**config.mk**
```make
export PLATFORM = sky130hd
export DESIGN_NAME = data_mem_arbiter
export DESIGN_NICKNAME = d
export VERILOG_FILES = /design/src/rtl/data_mem_arbiter.sv
export SDC_FILE = /design/constraint.sdc
export NUM_CORES = 1
export LEC_CHECK = 0
export BUFFER_PORTS_ARGS = -buffer_cell sky130_fd_sc_hd__buf_2
export CORE_ASPECT_RATIO = 1.5
export CORE_MARGIN = 4
export CORE_UTILIZATION = 40
export CTS_BUF_LIST = sky130_fd_sc_hd__clkbuf_4 sky130_fd_sc_hd__clkbuf_8
export DETAILED_ROUTE_END_ITERATION = 10
export PLACE_DENSITY = 0.79
export SLEW_MARGIN = 20
export SYNTH_ARGS = -nofsm -noshare
export SYNTH_HDL_FRONTEND = slang
export SYNTH_SLANG_ARGS = --single-unit
```
**constraint.sdc**
```tcl
create_clock -name clk -period 1.5 [get_ports clk]
set_clock_uncertainty 0.05 [all_clocks]
set_input_delay 0 -clock clk [delete_from_list [all_inputs] [get_ports clk]]
set_output_delay 0 -clock clk [all_outputs]
set_load 0.01 [all_outputs]
```
**src/rtl/data_mem_arbiter.sv**
```systemverilog
// data_mem_arbiter: shares one Data_Memory between the CPU load/store path
// (port 0) and the debug/program-loader port (port 1). Fixed priority to
// port 0 with an aging override for port 1; registered read data returned
// with a one-cycle valid pulse to the port that was served.
module data_mem_arbiter #(
    parameter int DATA_W   = 32,
    parameter int ADDR_W   = 32,
    parameter int MAX_WAIT = 4
) (
    input  logic              clk,
    input  logic              reset,
    input  logic              req0,
    input  logic              we0,
    input  logic [ADDR_W-1:0] addr0,
    input  logic [DATA_W-1:0] wdata0,
    input  logic              req1,
    input  logic              we1,
    input  logic [ADDR_W-1:0] addr1,
    input  logic [DATA_W-1:0] wdata1,
    output logic              gnt0,
    output logic              gnt1,
    output logic              rvalid0,
    output logic              rvalid1,
    output logic [DATA_W-1:0] rdata,
    output logic              err,
    output logic              mem_we,
    output logic [ADDR_W-1:0] mem_a,
    output logic [DATA_W-1:0] mem_wd,
    input  logic [DATA_W-1:0] mem_rd
);

    typedef enum logic {IDLE, ACCESS} state_t;

    localparam logic [2:0] MAX_WAIT_C = 3'(MAX_WAIT);

    state_t            state, state_nxt;
    logic              sel;          // port on the bus while in ACCESS
    logic              we_q;
    logic [ADDR_W-1:0] addr_q;
    logic [DATA_W-1:0] wdata_q;
    logic [2:0]        wait_cnt;

    logic              access;
    logic              misaligned;
    logic              elig0, elig1;
    logic              pick_vld;     // some request selected at this edge
    logic              pick;         // which port wins

    // Saturating increment of the port-1 aging counter.
    function automatic logic [2:0] sat_inc(input logic [2:0] v);
        return (v == 3'd7) ? v : v + 3'd1;
    endfunction

    // Arbitration, next state and bus outputs.
    always_comb begin
        access     = (state == ACCESS);
        misaligned = (addr_q[1:0] != 2'b00);
        // The port being served this cycle still has req high; mask it so it
        // is not served twice before it can drop the request.
        elig0      = req0 && !(access && !sel);
        elig1      = req1 && !(access && sel);
        pick_vld   = elig0 || elig1;
        pick       = elig1 && (!elig0 || (wait_cnt >= MAX_WAIT_C));
        state_nxt  = pick_vld ? ACCESS : IDLE;
        gnt0       = access && !sel;
        gnt1       = access && sel;
        mem_a      = addr_q;
        mem_wd     = wdata_q;
        // Reset gates the write enable directly so a store in flight is killed.
        mem_we     = access && we_q && !misaligned && !reset;
    end

    // State register.
    always_ff @(posedge clk) begin
        if (reset) state <= IDLE;
        else       state <= state_nxt;
    end

    // Request latch, aging counter and response registers.
    always_ff @(posedge clk) begin
        if (reset) begin
            sel      <= 1'b0;
            we_q     <= 1'b0;
            addr_q   <= '0;
            wdata_q  <= '0;
            wait_cnt <= 3'd0;
            rvalid0  <= 1'b0;
            rvalid1  <= 1'b0;
            rdata    <= '0;
            err      <= 1'b0;
        end else begin
            rvalid0 <= access && !sel;
            rvalid1 <= access && sel;
            if (access) begin
                rdata <= mem_rd;
                err   <= misaligned;
            end
            if (pick_vld) begin
                sel     <= pick;
                we_q    <= pick ? we1    : we0;
                addr_q  <= pick ? addr1  : addr0;
                wdata_q <= pick ? wdata1 : wdata0;
            end
            if (req1 && !(pick_vld && pick)) wait_cnt <= sat_inc(wait_cnt);
            else                             wait_cnt <= 3'd0;
        end
    end

endmodule

```
==> results of run 1 <==
cell families after synthesis:
kind of cell,share of synthesized area [%]
flip-flops,50.0
multiplexers,23.8
AO/OA/AOI/OAI,15.9
AND/OR/NAND/NOR,4.79
buffers and inverters,4.79
adder cells (fa/ha/maj),0.595
XOR/XNOR,0.208
cells in the mapped netlist, types with 2 or more instances:
library cell    n  area share (%)
dfxtp_1       105              50
mux2i_1       100              24
o2bb2ai_1      54              11
nor2_1         40             3.6
buf_2          11             1.3
o2bb2ai_2      10             3.6
buf_6           9             2.4
clkbuf_1        6            0.54
a211oi_1        2            0.36
ha_1            2            0.59
inv_1           2            0.18
nand2_1         2            0.18
per-stage QoR:
stage,TNS [ns],hold WS [ns]
detailed placement,-0.105,0.199
global placement,0,0.186
floorplan,0,0.0972
==> impl_metrics.env, run 1 <==
export IMPL_status="did not finish"
export IMPL_failed_stage="4_1_cts"
export IMPL_error="[ERROR RSZ-0060] Max buffer count reached."
export IMPL_gp_congestion=0.733
export IMPL_synthFlopType="dfxtp_1"
export IMPL_async_flop_share_pct=0
export IMPL_yosys_warnings=0
export IMPL_dpl_cell_area_sq_mm=0.00576
export IMPL_synth_area_sq_mm=0.00421
export IMPL_dp_slack_ns=-0.0405
export IMPL_synth_seq_cells=105
export IMPL_ys_seq_area_share_pct=50.0
export IMPL_postCtsSetupBuffers=0
export IMPL_hold_buffers=154
export IMPL_h_tree_depth=3
export IMPL_synthCells=356
export IMPL_row_count=45
export IMPL_port_buffers=267
export IMPL_cts_root_buf="clkbuf_8"
export IMPL_die_h_um=134
export IMPL_cts_buffer_depth=2
export IMPL_die_width_um=91.7
export IMPL_dp_cells=754
export IMPL_start_util_pct=41.3
export IMPL_syn_nets=524
export IMPL_ios=268
export IMPL_synth_edff_count=0
export IMPL_dp_hpwl_um=9060
export IMPL_synth_distinct_cells=25
export IMPL_cts_buffers=9
export IMPL_post_cts_resized=8
export IMPL_clock_sinks=105
export IMPL_syn_avg_cell_area_sq_um=11.8
==> inputs of run 2 (changes only) <==
Settings changed: CORE_ASPECT_RATIO 1.5 to default, CORE_UTILIZATION 40 to 25, CTS_BUF_LIST sky130_fd_sc_hd__clkbuf_4 sky130_fd_sc_hd__clkbuf_8 to default, PLACE_DENSITY 0.79 to default, PLACE_DENSITY_LB_ADDON from default to 0.15.
Clock period 1.5 ns to 1.95 ns, I/O delays scaled along.
==> impl_metrics.env, run 2 <==
export IMPL_drtIter0Drc=102
export IMPL_ir_drop_v=0.000478
export IMPL_worst_slew_pin_slew_ns=0.588
export IMPL_synthTopCellsByCount="105 x dfxtp_1, 100 x mux2i_1, 54 x o2bb2ai_1"
export IMPL_grt_usage_pct=15.5
export IMPL_grt_pass1_wl_um=23100
export IMPL_clk_latency_ns=0.34
export IMPL_dp_hpwl_um=9470
export IMPL_ff2ff_setup_slack_ns=0.10
export IMPL_finalWirelength_um=15200
export IMPL_worstPathRequired_ns=2.13
export IMPL_fillCellCount=1506
export IMPL_final_max_slew_viol_count=0
export IMPL_grt_max_degree=66
export IMPL_grt_busiest_layer="met2"
export IMPL_post_cts_resized=0
export IMPL_setup_viol=0
export IMPL_core_sq_mm=0.0165
export IMPL_regToRegEndpoint="mem_wd[28]"
export IMPL_power_density_mw_per_mm2=715
export IMPL_hold_viol=0
export IMPL_use_met1_pct=16.2
export IMPL_cts_root_buf="clkbuf_16"
export IMPL_syn_avg_cell_area_sq_um=11.8
export IMPL_start_util_pct=25.5
export IMPL_viasPerCell=4.38
export IMPL_ys_seq_area_share_pct=50.0
export IMPL_r2r_cells=5
export IMPL_synth_seq_cells=105
export IMPL_final_cell_mix="267 x buf_2, 162 x dlygate4sd3_1, 104 x dfxtp_1"
export IMPL_async_flop_share_pct=0
export IMPL_syn_nets=524
export IMPL_yosys_warnings=0
export IMPL_fmax_ghz=0.521
export IMPL_cts_clk_slew_worst_paths_ns=0.07
export IMPL_dp_cells=824
export IMPL_setup_worst_path_end_class="flop"
export IMPL_h_tree_depth=3
export IMPL_cts_buffer_depth=2
export IMPL_startpoint="req0"
export IMPL_antenna_left=0
export IMPL_dp_slack_ns=0.342
export IMPL_min_path_cells=3
export IMPL_use_met2_pct=27.4
export IMPL_finalPower_w=0.00556
export IMPL_area_growth_pct=84.6
export IMPL_startpoint_type="primary input"
export IMPL_period_share_pct=98.5
export IMPL_dpl_cell_area_sq_mm=0.00578
export IMPL_layout_setup_ws_ns=0.0298
export IMPL_die_h_um=138
export IMPL_synth_area_sq_mm=0.00421
export IMPL_vias=4412
export IMPL_r2r_start="access"
export IMPL_grt_overflow=0
export IMPL_avgRoutedWirePerCell_um=15.1
export IMPL_critPathMaxFanout=7
export IMPL_synthCells=356
export IMPL_fin_area_sq_mm=0.00777
export IMPL_ios=268
export IMPL_worst_endpoint_arrival_ns=2.10
export IMPL_slew_headroom_pct=60.8
export IMPL_gp_congestion=0.724
export IMPL_holdWs_ns=0.0471
export IMPL_row_count=47
export IMPL_final_cells=1007
export IMPL_ys_top_cells_by_area="dfxtp_1 50%, mux2i_1 24%, o2bb2ai_1 11%"
export IMPL_status="complete, no violations"
export IMPL_firstDrtPassIters=4
export IMPL_crit_end="mem_wd[28]"
export IMPL_layout_nets=950
export IMPL_drc=0
export IMPL_diodes=0
export IMPL_synth_top_area_share_pct=50.0
export IMPL_antenna_found_initial=1
export IMPL_grt_pass1_vias=4729
export IMPL_synth_top_area_cell="dfxtp_1"
export IMPL_cts_buffers=9
export IMPL_min_path_type="in2reg"
export IMPL_clock_sinks=105
export IMPL_use_met3_pct=6.79
export IMPL_post_route_min_period_ns=1.92
export IMPL_synth_edff_count=0
export IMPL_port_buffers=267
export IMPL_synthFlopType="dfxtp_1"
export IMPL_maxCapViolCount=0
export IMPL_layout_drive_gt1_share_pct=39.8
export IMPL_dieArea_sq_mm=0.0190
export IMPL_synth_most_common_cell="dfxtp_1"
export IMPL_cts_tree="yes"
export IMPL_synth_distinct_cells=25
export IMPL_critical_path_class="in2reg"
export IMPL_layout_commonest_cell="buf_2"
export IMPL_p_leak_nw=3.85
export IMPL_die_width_um=138
## run 2: cell counts after synthesis
No cell type changed its count.
## run 2: metrics by stage
stage | utilization (%) | setup TNS [ns]
CTS | 46.7 | 0
floorplan | - | 0
global route | 47.0 | -0.0194
detailed placement | 35.0 | 0
global placement | 35.0 | 0
finish | 47.0 | 0
## run 2: area by class of cell
cell class	count	area, sq um	share of cell area [%]
inverter	3	11.3	0.145
timing repair buffer	443	3140	40.5
sequential	105	2100	27.1
multi-input combinational	220	1920	24.7
tap	220	275	3.54
clock buffer	10	239	3.08
clock inverter	6	73.8	0.950
## run 2: critical path, cell delays in order
cell	delay, ns
dlygate4sd3_1	0.54
buf_2	0.13
inv_1	0.07
o311ai_4	0.36
buf_12	0.17
mux2i_1	0.19
dlygate4sd3_1	0.57
o2bb2ai_1	0.05
## run 2: worst min path at each step
stage	to	start	slack [ns]
finish	we_q	we1	0.05
global route	we_q	we0	0.04
CTS	we_q	we1	0.04
detailed placement	rdata[23]	mem_rd[23]	0.20
global placement	rdata[21]	mem_rd[21]	0.19
floorplan	rdata[0]	mem_rd[0]	0.1
## run 2: layer usage
metal  up-vias  wire, um
met5         -        13
met4         2       453
met3        42      1430
met2       216      7400
li1       2160         -
met1      1992      5890
## run 2: power by group
group / internal (W) / switching, W / leakage, nW
clock: 0.00105 / 0.000845 / 0.148
sequential: 0.00232 / 0.0000960 / 0.867
combinational: 0.000693 / 0.000553 / 2.83
## run 2: what timing repair did
action                     CTS  global route
setup buffers                0             4
hold endpoints to repair   100             1
hold buffers               162             1
setup endpoints to repair    0             2
## run 2: kinds of logic after synthesis
logic type	after synthesis	synth area share [%]
xor gates and xnor gates	1	0.208
and+or+nand+nor	48	4.79
adders and majority gates	2	0.595
muxes	100	23.8
buffers and inverters	31	4.79
AOI/OAI and AO/OA	69	15.9
DFF	105	50.0
Power figures use the tool's default switching activity.
